File: src/rtl/aftab_csr_access_ctrl_if.sv
// CSR-file bus between the Zicsr sequencer (master) and the CSR file (slave).
// Carries the latched address, read/write strobes, write data and read data.
interface aftab_csr_access_ctrl_if #(
   parameter int DATA_W = 32
);
   logic [11:0]       csrAddrOut;
   logic              csrRdEn;
   logic              csrWrEn;
   logic [DATA_W-1:0] csrWrData;
   logic [DATA_W-1:0] csrRdData;

   modport master (
      output csrAddrOut,
      output csrRdEn,
      output csrWrEn,
      output csrWrData,
      input  csrRdData
   );

   modport slave (
      input  csrAddrOut,
      input  csrRdEn,
      input  csrWrEn,
      input  csrWrData,
      output csrRdData
   );
endinterface

File: src/rtl/aftab_csr_access_ctrl.sv
// Zicsr sequencer: latch request, check legality, read/modify/write the CSR file.
// Ports: clk, rst (sync active-low), request inputs, nonExistingCSR, csrBus
// (CSR-file master), rdData/rdWrEn to the register file, busy/done/illegalCSR.
module aftab_csr_access_ctrl #(
   parameter int DATA_W = 32
) (
   input  logic              clk,
   input  logic              rst,
   input  logic              startCSR,
   input  logic [11:0]       CSR_AddrIn,
   input  logic [2:0]        funct3,
   input  logic [DATA_W-1:0] operand,
   input  logic              rs1Zero,
   input  logic              rdZero,
   input  logic [1:0]        curPriv,
   input  logic              nonExistingCSR,
   aftab_csr_access_ctrl_if.master csrBus,
   output logic [DATA_W-1:0] rdData,
   output logic              rdWrEn,
   output logic              busy,
   output logic              done,
   output logic              illegalCSR
);

   typedef enum logic [2:0] {
      IDLE,
      CHECK,
      READ,
      WRITE,
      DONE,
      ILLEGAL
   } state_t;

   state_t            state;
   logic [2:0]        f3Q;
   logic [DATA_W-1:0] opQ;
   logic [DATA_W-1:0] oldQ;
   logic              rs1ZeroQ;
   logic              rdZeroQ;
   logic [1:0]        privQ;

   logic isRw;
   logic badF3;
   logic accWrites;
   logic accReads;
   logic accIllegal;

   // funct3[2] only selects rs1 vs uimm upstream; [1:0] picks the operation.
   assign isRw      = (f3Q[1:0] == 2'b01);
   assign badF3     = (f3Q[1:0] == 2'b00);
   assign accWrites = isRw | ~rs1ZeroQ;
   assign accReads  = ~(isRw & rdZeroQ);
   assign accIllegal = nonExistingCSR
                     | badF3
                     | (csrBus.csrAddrOut[9:8] > privQ)
                     | ((csrBus.csrAddrOut[11:10] == 2'b11) & accWrites);

   function automatic logic [DATA_W-1:0] modify(
      input logic [DATA_W-1:0] oldVal,
      input logic [DATA_W-1:0] opVal,
      input logic [1:0]        op
   );
      logic [DATA_W-1:0] r;
      r = opVal;
      unique case (1'b1)
         (op == 2'b10): r = oldVal | opVal;
         (op == 2'b11): r = oldVal & ~opVal;
         default:       r = opVal;
      endcase
      return r;
   endfunction

   always_ff @(posedge clk) begin
      if (!rst) begin
         state             <= IDLE;
         f3Q               <= '0;
         opQ               <= '0;
         oldQ              <= '0;
         rs1ZeroQ          <= 1'b0;
         rdZeroQ           <= 1'b0;
         privQ             <= '0;
         csrBus.csrAddrOut <= '0;
         csrBus.csrRdEn    <= 1'b0;
         csrBus.csrWrEn    <= 1'b0;
         csrBus.csrWrData  <= '0;
         rdData            <= '0;
         rdWrEn            <= 1'b0;
         busy              <= 1'b0;
         done              <= 1'b0;
         illegalCSR        <= 1'b0;
      end else begin
         // Strobes are set only on entry to their state, so each lasts one cycle.
         csrBus.csrRdEn <= 1'b0;
         csrBus.csrWrEn <= 1'b0;
         rdWrEn         <= 1'b0;
         done           <= 1'b0;
         illegalCSR     <= 1'b0;
         unique case (state)
            IDLE: begin
               if (startCSR) begin
                  csrBus.csrAddrOut <= CSR_AddrIn;
                  f3Q      <= funct3;
                  opQ      <= operand;
                  rs1ZeroQ <= rs1Zero;
                  rdZeroQ  <= rdZero;
                  privQ    <= curPriv;
                  oldQ     <= '0;
                  busy     <= 1'b1;
                  state    <= CHECK;
               end
            end
            CHECK: begin
               if (accIllegal) begin
                  illegalCSR <= 1'b1;
                  state      <= ILLEGAL;
               end else if (accReads) begin
                  csrBus.csrRdEn <= 1'b1;
                  state          <= READ;
               end else begin
                  csrBus.csrWrEn   <= 1'b1;
                  csrBus.csrWrData <= modify('0, opQ, f3Q[1:0]);
                  state            <= WRITE;
               end
            end
            READ: begin
               // Read data is only valid now, so use it directly for the next state.
               oldQ <= csrBus.csrRdData;
               if (accWrites) begin
                  csrBus.csrWrEn   <= 1'b1;
                  csrBus.csrWrData <= modify(csrBus.csrRdData, opQ, f3Q[1:0]);
                  state            <= WRITE;
               end else begin
                  done   <= 1'b1;
                  rdWrEn <= ~rdZeroQ;
                  rdData <= csrBus.csrRdData;
                  state  <= DONE;
               end
            end
            WRITE: begin
               done   <= 1'b1;
               rdWrEn <= ~rdZeroQ;
               rdData <= oldQ;
               state  <= DONE;
            end
            DONE, ILLEGAL: begin
               busy  <= 1'b0;
               state <= IDLE;
            end
            default: begin
               busy  <= 1'b0;
               state <= IDLE;
            end
         endcase
      end
   end

endmodule

File: src/flat_wrapper.sv
// flat-port wrapper written by rule: the top's interface ports become plain ports
module aftab_csr_access_ctrl_flat 
#(
   parameter int DATA_W = 32
)
  (clk, rst, startCSR, CSR_AddrIn, funct3, operand, rs1Zero, rdZero, curPriv, nonExistingCSR, rdData, rdWrEn, busy, done, illegalCSR, csrBus_csrAddrOut, csrBus_csrRdEn, csrBus_csrWrEn, csrBus_csrWrData, csrBus_csrRdData);
  aftab_csr_access_ctrl_if #(.DATA_W(DATA_W)) csrBus_i ();
  input  logic clk;
  input  logic rst;
  input  logic startCSR;
  input  logic [11:0] CSR_AddrIn;
  input  logic [2:0] funct3;
  input  logic [DATA_W-1:0] operand;
  input  logic rs1Zero;
  input  logic rdZero;
  input  logic [1:0] curPriv;
  input  logic nonExistingCSR;
  output logic [DATA_W-1:0] rdData;
  output logic rdWrEn;
  output logic busy;
  output logic done;
  output logic illegalCSR;
  output wire logic [$bits(csrBus_i.csrAddrOut)-1:0] csrBus_csrAddrOut;
  output wire logic [$bits(csrBus_i.csrRdEn)-1:0] csrBus_csrRdEn;
  output wire logic [$bits(csrBus_i.csrWrEn)-1:0] csrBus_csrWrEn;
  output wire logic [$bits(csrBus_i.csrWrData)-1:0] csrBus_csrWrData;
  input wire logic [$bits(csrBus_i.csrRdData)-1:0] csrBus_csrRdData;
  assign csrBus_csrAddrOut = csrBus_i.csrAddrOut;
  assign csrBus_csrRdEn = csrBus_i.csrRdEn;
  assign csrBus_csrWrEn = csrBus_i.csrWrEn;
  assign csrBus_csrWrData = csrBus_i.csrWrData;
  assign csrBus_i.csrRdData = csrBus_csrRdData;
  aftab_csr_access_ctrl #(.DATA_W(DATA_W)) u_core (.clk(clk), .rst(rst), .startCSR(startCSR), .CSR_AddrIn(CSR_AddrIn), .funct3(funct3), .operand(operand), .rs1Zero(rs1Zero), .rdZero(rdZero), .curPriv(curPriv), .nonExistingCSR(nonExistingCSR), .csrBus(csrBus_i), .rdData(rdData), .rdWrEn(rdWrEn), .busy(busy), .done(done), .illegalCSR(illegalCSR));
endmodule
File: config.mk
export PLATFORM = sky130hd
export DESIGN_NAME = aftab_csr_access_ctrl_flat
export DESIGN_NICKNAME = d
export VERILOG_FILES = /design/src/rtl/aftab_csr_access_ctrl_if.sv /design/src/rtl/aftab_csr_access_ctrl.sv /design/src/flat_wrapper.sv
export SDC_FILE = /design/constraint.sdc
export NUM_CORES = 1
export LEC_CHECK = 0
export BUFFER_PORTS_ARGS = -buffer_cell sky130_fd_sc_hd__clkbuf_2
export CORE_ASPECT_RATIO = 2
export CORE_UTILIZATION = 43
export DETAILED_ROUTE_END_ITERATION = 8
export PLACE_DENSITY = 0.77
export SLEW_MARGIN = 40
export SYNTH_ARGS = -nofsm -noshare
export SYNTH_HDL_FRONTEND = slang
export SYNTH_SLANG_ARGS = --single-unit
export TNS_END_PERCENT = 50
File: constraint.sdc
create_clock -name clk -period 3.9 [get_ports clk]
set_input_delay 0.195 -clock clk [delete_from_list [all_inputs] [get_ports clk]]
set_output_delay 0.195 -clock clk [all_outputs]
set_load 0.01 [all_outputs]
==> results.md <==
- The run finished with clean final reports.
- Setup violations remaining at the end of the flow were counted as 0.
- The total I/O pin count is 169.
- The fmax is 0.4521 GHz.
- Sorting the synthesized cells by area gives the leading types as sky130_fd_sc_hd__dfxtp_1, sky130_fd_sc_hd__mux2i_1, sky130_fd_sc_hd__nand2_1, sky130_fd_sc_hd__a211oi_2, sky130_fd_sc_hd__a311o_1.
- STA classifies the critical path startpoint as a flop.
- The critical setup path kind is reg2reg.
- In the routed layout, each cell is associated on average with a via count of 5.418.
- The number of warnings printed during yosys synthesis is 0.
- Of all flip-flops after synthesis, the portion carrying an async set or reset was 0%.
- After global routing the overflow that remains totals 0.
- The most common library cell in the layout ignoring fill and taps is sky130_fd_sc_hd__clkbuf_2.
- The total iterations of the first detailed-routing run is 5.
- The synthesized netlist devotes 0% of its cell area to XOR and XNOR gates.
- The leakage power of the design is 3.702 nW.
- Cells with a size suffix above 1 make up 28.04% of the layout.
- The count of endpoints failing hold in the final timing report is 0.
- For the worst setup path, the data arrival time is 2.49 ns.
- The startpoint of the most critical hold path is operand[18].
- In this run the cell area measured after placement is 7413 um^2.
- At the pin with the least slew margin, the transition time is 0.7667 ns.
- Once placement completed, the tool counted placed cells totaling 1015.
- The most used flip-flop cell after synthesis is sky130_fd_sc_hd__dfxtp_1.
- The finished cells cover 8398 um^2.
- The wire length per cell after detailed routing is 16.72 um.
- The die covers 15570 um^2.
- The share of cell area taken by muxes after synthesis is 9.903%.
- For this design, the CTS-stage hold fixing added 43 buffers.
- The die span in y is 175.5 um.
- The buffer cell driving the clock tree root is sky130_fd_sc_hd__clkbuf_16.
- In this run, synthesis produced a sequential element count of 155.
- The clock slew seen by the registers of the worst setup and hold paths is 0.06 ns.
- The number of standard-cell rows in the floorplan is 63.
- Entering global routing, the biggest net connects 129 pins.
- The initial DRC count is 217.
- The detailed-route wire length is 18240 um.
- The insertion delay of the later-clocked pin in the worst-skew pair is 0.43 ns.
- Walking the worst path, the cells encountered are nor3b_2, buf_4, nor2_4, buf_16, a22oi_1, nor2_1.
- STA puts the critical path data required time at 4.18 ns.
- The post-cts sizing count is 0.
- Subtracting the final worst setup slack from the clock period gives 2.212 ns.
- Between clock sinks in the finished design, the worst skew comes to 0.01289 ns.
- After synthesis, the largest family of logic cells by area is compound AO/OA/AOI/OAI gates.
- The total power draw is 3.644 mW.
- The net count of the finished layout is 971.
- For this design, the sink count on the clock tree is 155.
- Headroom to the max-slew limit came out at 48.88%.
- The mapped netlist covers 6469 um^2.
- The reg-to-reg endpoint is u_core.oldQ[7].
- The number of max-cap violations is 0.
- The worst min-delay path category is in2reg.
- The worst hold path terminates at u_core.opQ[18].
- The first global-routing pass estimated 28470 um of wire.
- Averaged over all synthesized cells, the footprint is 9.175 um^2.
- TritonCTS built the clock tree.
- Detailed routing inserted a total of 5911 vias.
- The placer congestion estimate is 0.7783.
- During placement, the flow inserted port buffers numbering 167.
- Once the clock tree was built, the setup fixing pass inserted 0 buffers.
- The number of instances in the synthesized netlist is 705.
- The leading area contributor after synthesis is sky130_fd_sc_hd__dfxtp_1.
- After detailed routing, the number of remaining DRC violations is 0.
- From synthesis to final layout, the design area changed by 29.83%.
- The critical path's slowest cell is sky130_fd_sc_hd__buf_4.
- Setup repair after global routing left no endpoint under its margin.
- The final critical path takes up 56.72% of the cycle.
- After the flow finishes, the layout carries non-filler instances totaling 1091.
- The horizontal extent of the die is 88.73 um.
- Counting every net in the synthesized netlist gives 794.
- The reg-to-reg startpoint is u_core.state[1].
- The number of cells traversed by the worst hold path is 3.
- The peak supply drop is 0.0003024 V.
- The starting density of the core is 43.88%.
- The number of buffers and inverters on the critical path is 2.
- In this run the biggest area consumer among cell types represents 47.97% of the synthesized area.
- The portion of the post-synthesis area used by sequential elements is 47.97%.
- After synthesis, the netlist uses 34 different library cells.
- The maximum fanout count along the critical path is 65.
- The global-route usage over all layers is 24.17%.
- The top cell types in the final layout, fill and taps aside, are sky130_fd_sc_hd__clkbuf_2, sky130_fd_sc_hd__dfxtp_1, sky130_fd_sc_hd__nand2_1, sky130_fd_sc_hd__nor2_1, sky130_fd_sc_hd__mux2i_1.
- The cell family contributing the most delay on the critical path is buffers and inverters.
- In this run the register-to-register setup slack is 1.69 ns.
- The number of antenna violations at the first check in global routing is 0.
- The power density over the cells is 433.9 nW/um^2.
- The core region is 14740 um^2.
- The largest single stage delay on the critical path is 0.63 ns.
- The worst setup path is captured at a flop.
- After Yosys synthesis, and, or, nand and nor cells account for 13.64% of the synthesized area.
- Of the total synthesized cell area, the portion taken by full adders, half adders and majority gates is 0.3868%.
- Counting cells, the worst reg-to-reg path comes to 6.
- The detailed placement HPWL is 11740 um.
- CTS built an H-tree with a depth of 4.
- The clock buffer count from CTS is 17.
- Yosys mapped a number of flops with a built-in enable equal to 0.
- The number of pins with negative max-slew slack in the final report was 0.
- No sink is reached through more buffers than the 2 on the longest clock path.
- The synthesized netlist devotes 23.08% of its cell area to compound gates.
- The final core utilization is 56.97%.
- The via count of the first global-routing pass is 5676.
- The count of nets left with antenna violations once routing finished came out at 0.
- Summed over all failing endpoints, the final setup total negative slack is 0 ns.
sequential cells by signal, summed over array words and instances (netlist names), 2 cells and up:
signal and cells:
u_core.opQ 32, u_core.rdData 32, u_core.oldQ 32, u_core.f3Q 2
u_core.privQ 2, u_core.csrBus.csrAddrOut 12, u_core.csrBus.csrWrData 32, u_core.state 3
metal layers:
metal	vias to the layer above	wire (um)	global-route usage, %
met2	196	9924	44.04
met4	0	718	12.10
met1	2792	6758	25.53
li1	2875	-	-
met3	48	838	4.558
met5	-	0	0
Yosys cell counts, drive strengths merged (3+ instances only):
master,count
nand3b,4
inv,5
a22oi,33
a311o,32
dfxtp,155
mux2i,64
a31oi,32
nor3b,3
a21oi,53
a211oi,33
nand2,133
buf,24
nor2,71
nor3,3
clkbuf,44
worst max-delay path by stage:
stage,slack [ns],startpoint,cells past startpoint,endpoint
after global routing,1.51,u_core.state[1],6,u_core.oldQ[6]
after detailed placement,1.67,u_core.privQ[1],7,u_core.csrBus.csrWrData[22]
after global placement,1.69,u_core.state[0],5,u_core.f3Q[1]
final,1.69,u_core.state[1],6,u_core.oldQ[7]
after CTS,1.67,u_core.privQ[1],7,u_core.csrBus.csrWrData[20]
after floorplan,2.12,u_core.csrBus.csrAddrOut[8],7,u_core.csrBus.csrWrData[10]
worst register-to-register path, delay by kind of cell (launching register included):
family                 cells  cell delay (ns)
flip-flops                 1             0.47
AO/OA/AOI/OAI              1             0.15
buffers and inverters      2             0.87
AND/OR/NAND/NOR            3             0.58
kinds of logic (layout without fill, tap and decap cells):
group	after synthesis	count (layout)
mux	64	64
other cells	0	1
flops	155	155
buf+inv	73	263
compound gates	190	190
fa+ha+maj	2	2
simple gates	221	221
power by group:
group	leakage (nW)	switching (mW)	internal [mW]
registers	1.26	0.0388	1.64
logic	2.18	0.255	0.169
clock network	0.268	0.703	0.843
area by class of cell:
class,count,area (um^2)
Tap cell,195,244.0
Sequential cell,155,3104
Timing Repair Buffer,226,1410
Antenna cell,1,2.502
Clock inverter,14,112.6
Clock buffer,18,439.2
Inverter,5,26.28
Fill cell,1334,6342
Multi-Input combinational cell,477,3059
metrics by stage:
stage,setup slack (ns),hold slack (ns)
5_1_grt,1.514,0.02562
6_report,1.688,0.003668
3_3_place_gp,1.694,0.4186
3_5_place_dp,1.669,0.4221
4_1_cts,1.669,0.00004688
2_1_floorplan,2.120,0.3310
(Power assumes the default switching activity.)
